## src/rtl/btn_bounce_gen.sv

```systemverilog
// Contact-bounce emulator: turns a clean level into a bouncy waveform with
// TOGGLES toggles at LFSR-driven pseudo-random gaps, then settles on the new level.
module btn_bounce_gen #(
   parameter int          TOGGLES  = 6,
   parameter int          GAP_MIN  = 2,
   parameter int          GAP_BITS = 3,
   parameter logic [15:0] SEED     = 16'hACE1
) (
   input  logic clk_i,
   input  logic rst_ni,
   input  logic press_i,
   output logic btn_o,
   output logic busy_o,
   output logic done_o
);

   localparam int               TOG_W    = (TOGGLES > 0) ? $clog2(TOGGLES + 1) : 1;
   localparam logic [TOG_W-1:0] TOG_LAST = TOG_W'(TOGGLES);
   // GAP_BITS = 0 yields an all-zero mask, i.e. a fixed gap of GAP_MIN.
   localparam logic [15:0]      GAP_MASK = 16'((32'd1 << GAP_BITS) - 32'd1);

   typedef enum logic {IDLE, BOUNCE} state_t;

   state_t           r_state;
   logic             r_tgt;
   logic             r_btn;
   logic             r_busy;
   logic             r_done;
   logic [7:0]       r_gap_cnt;
   logic [TOG_W-1:0] r_tog_cnt;
   logic [15:0]      r_lfsr;

   logic [15:0]      w_lfsr_next;
   logic [7:0]       w_gap;

   // Galois form, taps x^16+x^14+x^13+x^11+1; a nonzero seed never reaches zero.
   assign w_lfsr_next = r_lfsr[0] ? ((r_lfsr >> 1) ^ 16'hB400) : (r_lfsr >> 1);
   assign w_gap       = 8'(GAP_MIN) + 8'(r_lfsr & GAP_MASK);

   // NOTE: all state here is updated with <= so every branch sees pre-edge values
   // (the gap uses the LFSR value before this edge's advance).
   always_ff @(posedge clk_i or negedge rst_ni) begin
      // NOTE: every register has a defined async reset value so the waveform is
      // reproducible from reset; there is no memory array to leave unreset.
      if (!rst_ni) begin
         r_state   <= IDLE;
         r_tgt     <= 1'b0;
         r_btn     <= 1'b0;
         r_busy    <= 1'b0;
         r_done    <= 1'b0;
         r_gap_cnt <= 8'd0;
         r_tog_cnt <= '0;
         r_lfsr    <= SEED;
      end else begin
         r_lfsr <= w_lfsr_next;
         r_done <= 1'b0;
         if (press_i != r_tgt) begin
            // New target (from IDLE or as a restart) overrides any event due now.
            r_tgt     <= press_i;
            r_tog_cnt <= '0;
            r_gap_cnt <= w_gap;
            r_busy    <= 1'b1;
            r_state   <= BOUNCE;
         end else if (r_state == BOUNCE) begin
            if (r_gap_cnt > 8'd1) begin
               r_gap_cnt <= r_gap_cnt - 8'd1;
            end else if (r_tog_cnt < TOG_LAST) begin
               r_btn     <= ~r_btn;
               r_tog_cnt <= r_tog_cnt + 1'b1;
               r_gap_cnt <= w_gap;
            end else begin
               r_btn   <= r_tgt;
               r_busy  <= 1'b0;
               r_done  <= 1'b1;
               r_state <= IDLE;
            end
         end
      end
   end

   assign btn_o  = r_btn;
   assign busy_o = r_busy;
   assign done_o = r_done;

endmodule

```

## config.mk

```make
export PLATFORM = sky130hd
export DESIGN_NAME = btn_bounce_gen
export DESIGN_NICKNAME = d
export VERILOG_FILES = /design/src/rtl/btn_bounce_gen.sv
export SDC_FILE = /design/constraint.sdc
export NUM_CORES = 1
export LEC_CHECK = 0
export ABC_AREA = 1
export BUFFER_PORTS_ARGS = -buffer_cell sky130_fd_sc_hd__buf_2
export CAP_MARGIN = 5
export CORE_ASPECT_RATIO = 1.25
export CORE_MARGIN = 2
export CORE_UTILIZATION = 63
export DETAILED_ROUTE_END_ITERATION = 10
export PLACE_DENSITY = 0.79
export REMOVE_ABC_BUFFERS = 1
export SLEW_MARGIN = 20
export SYNTH_ARGS = -nofsm -noshare
export SYNTH_HDL_FRONTEND = slang
export SYNTH_SLANG_ARGS = --single-unit
```

## constraint.sdc

```tcl
create_clock -name clk_i -period 4.07 [get_ports clk_i]
set_clock_uncertainty 0.1 [all_clocks]
set_input_delay 0.407 -clock clk_i [delete_from_list [all_inputs] [get_ports clk_i]]
set_output_delay 0.407 -clock clk_i [all_outputs]
set_load 0.02 [all_outputs]
```

==> results of run 1 <==
==> power breakdown <==
group	switching (mW)	internal (mW)	leakage, nW
Combinational	0.181	0.0948	0.396
Clock	0.114	0.128	0.0412
Sequential	0.0531	0.360	0.393
Total	0.348	0.583	0.830
==> cells in the mapped netlist (all sizes together) <==
library cell  count  area share, %
nand4             3            1.7
dlygate4sd3       1           0.70
xnor2             2            1.7
dfstp             8             15
nor2             13            4.6
o21ai             5            1.7
ha                4            3.5
or2               3            1.3
xor2              4            2.4
o22ai             1           0.44
inv              18            4.9
nand3            11            4.2
dfrtp            24             42
nor3              4            1.7
nand2            54             14
==> cell usage in the layout, fill, tap and decap left out <==
master          n
dfrtp_1        24
nor2_4          1
inv_2           1
nand3_1        10
clkinvlp_4      1
o22ai_1         1
nor2_1          8
nand2_2         2
nor2_2          4
nand4_1         2
nor3_2          1
clkbuf_4        5
or2_1           2
xor2_1          4
or2_2           1
nand3_2         1
xnor2_2         1
nand2_1        52
dlygate4sd3_1   1
xnor2_1         1
ha_1            4
nand4_2         1
buf_2           5
clkinv_2        1
nor3_1          3
bufinv_16       1
o21ai_0         3
o21ai_1         2
dfstp_2         8
inv_4           1
inv_1          16
==> cell families (layout without fill, tap and decap cells) <==
family	after synthesis	count (layout)	share of synthesized area, %
AND/OR/NAND/NOR	88	88	28.07
flip-flops	32	32	56.50
buffers and inverters	19	32	5.580
AO/OA/AOI/OAI	6	6	2.180
XOR/XNOR	6	6	4.185
adder cells (fa/ha/maj)	4	4	3.487
==> final cells by class <==
cell class / instances / share of cell area (%)
flip-flops and latches: 32 / 51.35
multi-input cells: 104 / 34.47
inverters: 18 / 4.437
clock inverters: 3 / 2.694
well taps: 31 / 2.456
clock buffers: 5 / 2.377
repair buffers: 6 / 2.219
==> worst register-to-register path, delay by kind of cell, from the launching register on <==
family / cells / cell delay [ns]
AOI/OAI and AO/OA: 1 / 0.06
adders and majority gates: 1 / 0.26
buffers and inverters: 1 / 0.14
DFF: 1 / 0.42
and+or+nand+nor: 5 / 0.76
==> stage by stage <==
| stage | std cells | cell area [um^2] | util [%] | setup WS, ns |
|---|---|---|---|---|
| finish | 199 | 1579 | 72.20 | 2.229 |
| global route | 199 | 1579 | 72.20 | 2.063 |
| CTS | 199 | 1579 | 72.20 | 2.228 |
| detailed placement | 190 | 1489 | 68.08 | 2.255 |
| global placement | 190 | 1489 | 68.08 | 2.298 |
| floorplan | 154 | 1425 | - | 2.402 |
==> layer usage <==
metal / share of wire (%) / track usage [%] / wire length (um) / vias to the layer above
met1: 41 / 30.30 / 1094 / 474
met5: 0 / 0 / 0 / -
met3: 3.5 / 7.595 / 92 / 9
met4: 3.5 / 11.90 / 93 / 0
met2: 52 / 40.28 / 1382 / 24
li1: - / - / - / 507
==> sequential cells by signal, summed over array words and instances, names as in the netlist <==
| signal | count |
|---|---|
| r_lfsr | 16 |
| btn_o | 1 |
| done_o | 1 |
| r_tog_cnt | 3 |
| r_state | 1 |
| r_gap_cnt | 8 |
| busy_o | 1 |
| r_tgt | 1 |
==> path summary, 6_finish.rpt <==
check / startpoint / to / slack (ns) / cells after the start
max in group asynchronous: rst_ni / r_tog_cnt[2]$_DFFE_PN0P_ / 2.91 / 2
setup reg to reg: r_gap_cnt[0]$_DFFE_PN0P_ / r_tog_cnt[2]$_DFFE_PN0P_ / 2.23 / 8
setup / recovery: r_gap_cnt[0]$_DFFE_PN0P_ / r_tog_cnt[2]$_DFFE_PN0P_ / 2.23 / 8
hold reg to reg: r_lfsr[7]$_DFF_PN1_ / r_lfsr[6]$_DFF_PN1_ / 0.26 / 0
min in group asynchronous: rst_ni / r_state$_DFF_PN0_ / 0.51 / 2
hold / removal: press_i / r_tgt$_DFFE_PN0N_ / 0.14 / 1
==> impl_metrics.py, run 1 <==
metrics = {
    "worst_setup_path": {
        "start_kind": "flop",
        "cp_cell_sequence": "inv_1, ha_1, or2_1, nand4_2, nand2_1, nand3_2, nand2_1, o21ai_1",
        "crit_fanout": 5,
        "cp_slowest_stage_delay_ns": 0.42,
        "critPathSlowestCell": "dfrtp_1",
        "worst_path_most_repeated_cell": "nand2_1",
        "arrival_ns": 1.96,
        "crit_family": "simple AND/OR/NAND/NOR gates",
        "worst_setup_path_end_kind": "flop",
        "path_buf_inv": 1,
        "crit_required_ns": 4.19,
        "critical_path_class": "flop to flop",
    },
    "finish": {
        "area_delta_synth_final_pct": 10.03,
        "antenna_cells": 0,
        "fill_cells": 169,
        "register_area_um2": 810.8,
        "drive_gt1_share_pct": 20.83,
        "multi_input_area_um2": 544.3,
        "num-nets-final": 174,
    },
    "cts": {
        "clk_pin_slew_worst_paths_ns": 0.10,
        "cts_setup_buffers": 0,
        "clk_path_buf_depth": 2,
        "cts.sinks": 32,
        "cts_resized": 0,
        "cts_tree": "yes",
        "hold_buffers": 1,
        "cts_root_buf": "clkbuf_4",
        "cts-buffers-inserted": 5,
        "clk_latency_ns": 0.35,
        "cts-htree-levels": 2,
    },
    "sta": {
        "period_share_pct": 45.24,
        "fmax_ghz": 0.5432,
        "hold_ws_ns": 0.1367,
        "drv_slew": 0,
        "hold_viol_final": 0,
        "rsz0062_at_grt": "no",
        "period_minus_slack_ns": 1.841,
        "relSlewSlack_pct": 55.37,
        "setup_tns_ns": 0,
        "setup_violations": 0,
        "worst_pin_slew_ns": 0.6694,
    },
    "placement": {
        "gp_congestion": 0.9314,
        "portBuffers": 5,
        "hpwl_um": 1846,
    },
    "global_route": {
        "gr-total-overflow": 0,
        "grt_pass1_wl_um": 4554,
        "antenna_found_initial": 0,
        "grt_usage_pct": 25.14,
        "grt_max_degree": 33,
        "grt_pass1_vias": 1015,
    },
    "floorplanning": {
        "die_area_um2": 2678,
        "rows": 19,
        "die_y_um": 57.36,
        "die_w_um": 46.69,
        "start_util_pct": 65.62,
        "core-area_um2": 2187,
        "ios": 6,
    },
    "power_and_ir_drop": {
        "power_uw": 931.1,
        "peakVddDrop_v": 0.0004254,
        "power_density_nw_per_um2": 589.7,
        "p_leak_nw": 0.8303,
    },
    "yosys": {
        "avgSynthCellArea_um2": 9.259,
        "synth_warnings": 0,
        "syn_area_um2": 1435,
        "synth-seq-area-share_pct": 56.50,
        "synth.distinct_cells": 26,
        "ys_ff_latch": 32,
        "syn_inst": 155,
    },
    "detailed_routing": {
        "drt_iter0_markers": 13,
        "vias": 1014,
        "routedWlPerCell_um": 13.38,
        "vias_per_cell": 5.095,
        "drt_pre_antenna_iters": 4,
        "drt_wl_total_um": 2662,
        "drtAntennaViolNets": 0,
        "drc": 0,
    },
    "flow_run": {
        "cap_viol_max_count": 0,
    },
    "worst_hold_path": {
        "hold_path.class": "primary input to flop",
    },
    "outcome": {
        "status": "finished clean",
    },
}
Power figures use the tool's default switching activity.
==> inputs of run 2 (changes only) <==
--- a/config.mk
+++ b/config.mk
@@ -5,14 +5,14 @@
 export SDC_FILE = /design/constraint.sdc
 export NUM_CORES = 1
 export LEC_CHECK = 0
-export ABC_AREA = 1
+export ABC_AREA = 0
 export BUFFER_PORTS_ARGS = -buffer_cell sky130_fd_sc_hd__buf_2
 export CAP_MARGIN = 5
 export CORE_ASPECT_RATIO = 1.25
 export CORE_MARGIN = 2
-export CORE_UTILIZATION = 63
+export CORE_UTILIZATION = 53
 export DETAILED_ROUTE_END_ITERATION = 10
-export PLACE_DENSITY = 0.79
+export PLACE_DENSITY = 0.71
 export REMOVE_ABC_BUFFERS = 1
 export SLEW_MARGIN = 20
 export SYNTH_ARGS = -nofsm -noshare
==> constraint.sdc (replaced) <==
create_clock -name clk_i -period 1.55 [get_ports clk_i]
set_clock_uncertainty 0.1 [all_clocks]
set_input_delay 0.155 -clock clk_i [delete_from_list [all_inputs] [get_ports clk_i]]
set_output_delay 0.155 -clock clk_i [all_outputs]
set_load 0.02 [all_outputs]
==> impl_metrics.py, run 2 <==
metrics = {
    "outcome": {
        "status": "finished with violations",
        "violations": "negative setup slack",
    },
    "yosys": {
        "synth-seq-area-share_pct": 58.86,
        "syn_area_um2": 1378,
        "yosys.area.top_type": "dfrtp_1",
        "synth.area.top_cells": "dfrtp_1 (44%), dfstp_2 (15%), ha_1 (3.6%)",
        "async_flop_share_pct": 100.0,
        "synth_warnings": 0,
        "synth-edff-count": 0,
        "avgSynthCellArea_um2": 11.58,
        "ys_ff_latch": 32,
        "syn_inst": 119,
        "synth_top_area_share_pct": 43.60,
        "synth.distinct_cells": 38,
        "synthTopCellsByCount": "dfrtp_1 (24), dfstp_2 (8), nand2_1 (8)",
        "yosysMostFrequentCell": "dfrtp_1",
        "ys.flop_type": "dfrtp_1",
    },
    "cts": {
        "cts-htree-levels": 2,
        "clk_latency_ns": 0.33,
        "cts_root_buf": "clkbuf_4",
        "clk_path_buf_depth": 2,
        "cts.sinks": 32,
        "clk_pin_slew_worst_paths_ns": 0.10,
        "cts_tree": "yes",
        "cts-buffers-inserted": 5,
    },
    "worst_hold_path": {
        "min-delay-start": "r_lfsr[4]$_DFF_PN0_",
        "hold_path_end": "r_lfsr[3]$_DFF_PN0_",
        "hold_path.class": "flop to flop",
        "hold_path_depth": 0,
    },
    "sta": {
        "worst_slack_ns": -0.3606,
        "hold_ws_ns": 0.2397,
        "period_minus_slack_ns": 1.911,
        "relSlewSlack_pct": 53.82,
        "rsz0062_at_grt": "yes",
        "worst_pin_slew_ns": 0.6927,
        "setup_violations": 14,
        "fmax_ghz": 0.5234,
        "drv_slew": 0,
        "period_share_pct": 123.3,
        "hold_viol_final": 0,
    },
    "placement": {
        "portBuffers": 5,
        "dp_slack_ns": -0.4613,
        "gp_congestion": 0.8295,
        "hpwl_um": 1831,
    },
    "finish": {
        "drive_gt1_share_pct": 41.94,
        "final_common_cell": "dfrtp_1",
        "layout_common_cells": "dfrtp_1 (24), buf_4 (23), dfstp_2 (8), nand2_1 (7), nor3_1 (6)",
        "num-nets-final": 161,
        "reg.largest.list": "r_lfsr (16), r_gap_cnt (8), r_tog_cnt (3)",
        "area_delta_synth_final_pct": 29.61,
        "top_register": "r_lfsr",
        "antenna_cells": 0,
        "largest_reg_flops": 16,
    },
    "worst_setup_path": {
        "critical_path_class": "flop to flop",
        "start_kind": "flop",
        "timing.rr.start": "r_gap_cnt[0]$_DFFE_PN0P_",
        "worst_setup_path_end_kind": "flop",
        "crit_fanout": 5,
        "rr_worst_depth": 4,
        "crit_required_ns": 1.72,
        "timing.rr.end": "r_gap_cnt[5]$_DFFE_PN0P_",
        "arrival_ns": 2.08,
        "r2r_setup_slack_ns": -0.36,
    },
    "floorplanning": {
        "ios": 6,
        "start_util_pct": 56.17,
        "die_w_um": 49.60,
        "rows": 20,
        "core-area_um2": 2452,
        "die_y_um": 61,
        "die_area_um2": 3026,
    },
    "global_route": {
        "grt_pass1_wl_um": 4436,
        "grt_max_degree": 33,
        "grt_pass1_vias": 1017,
        "gr-total-overflow": 0,
        "antenna_found_initial": 0,
        "grt_usage_pct": 20.22,
    },
    "detailed_routing": {
        "drt_pre_antenna_iters": 4,
        "vias": 1070,
        "dr.max_layer_used": "met4",
        "drc": 0,
        "wl_met1_um": 1248,
        "drtAntennaViolNets": 0,
        "vias_per_cell": 5.691,
        "drt_wl_total_um": 2971,
        "routedWlPerCell_um": 15.80,
        "drt_iter0_markers": 13,
        "wl_met3_um": 97,
        "route.met2.wl_um": 1548,
    },
    "power_and_ir_drop": {
        "p_leak_nw": 0.8456,
        "power_mw": 3.250,
        "power_density_nw_per_um2": 1820,
        "peakVddDrop_v": 0.001229,
    },
    "flow_run": {
        "cap_viol_max_count": 0,
    },
}
-- run 2: cell type report --
type	instances	area (um^2)
clock buffers	8	58.81
flip-flops and latches	32	810.8
inverters	5	18.77
fillers	184	666.9
repair buffers	32	240.2
well taps	33	41.29
multi-input cells	78	615.6
-- run 2: layer usage --
layer,global-route usage (%),up-vias
met5,0,-
met4,12.70,0
met3,5.911,7
met2,33.52,23
met1,23.34,536
li1,-,504
-- run 2: repair_timing --
item,4_1_cts,5_1_grt
setup endpoints to repair,14,15
hold buffers,2,0
gates resized for setup,19,7
pin swaps,9,6
buffers inserted,2,3
gates cloned,0,1
hold endpoints to repair,25,0
-- run 2: power breakdown --
group / internal [mW] / switching, mW / total, mW
Sequential: 0.955 / 0.115 / 1.07
Clock: 0.224 / 0.263 / 0.486
Combinational: 0.889 / 0.805 / 1.69
Total: 2.07 / 1.18 / 3.25
-- run 2: cells by family after synthesis --
group	after synthesis	synth area share, %
muxes	2	1.635
adders and majority gates	4	3.633
xor gates and xnor gates	6	3.815
DFF	32	58.86
and+or+nand+nor	42	17.89
AOI/OAI and AO/OA	23	10.90
buffers and inverters	10	3.270
-- run 2: worst max-delay path, stage by stage (launching register included) --
cell     delay (ns)
dfrtp_1        0.44
or4b_4         0.51
or2_4          0.26
or4_1          0.41
a21oi_1        0.13
-- run 2: how the worst max path moves through the flow --
stage / from / endpoint / slack (ns) / depth (start not counted)
detailed placement: r_gap_cnt[0]$_DFFE_PN0P_ / r_gap_cnt[5]$_DFFE_PN0P_ / -0.46 / 6
CTS: r_gap_cnt[1]$_DFFE_PN0P_ / r_gap_cnt[5]$_DFFE_PN0P_ / -0.34 / 4
floorplan: r_gap_cnt[0]$_DFFE_PN0P_ / r_gap_cnt[5]$_DFFE_PN0P_ / -0.39 / 6
finish: r_gap_cnt[0]$_DFFE_PN0P_ / r_gap_cnt[5]$_DFFE_PN0P_ / -0.36 / 4
global route: r_gap_cnt[0]$_DFFE_PN0P_ / r_gap_cnt[5]$_DFFE_PN0P_ / -0.43 / 5
global placement: r_gap_cnt[0]$_DFFE_PN0P_ / r_gap_cnt[7]$_DFFE_PN0P_ / -0.36 / 6
-- run 2: per-stage QoR --
stage,instance area (um^2),util [%],setup TNS [ns],cells
floorplan,1351,-,-2.459,114
global placement,1568,63.93,-2.940,172
detailed placement,1568,63.93,-3.899,172
CTS,1707,69.59,-2.581,184
global route,1785,72.81,-4.376,188
finish,1785,72.81,-3.126,188
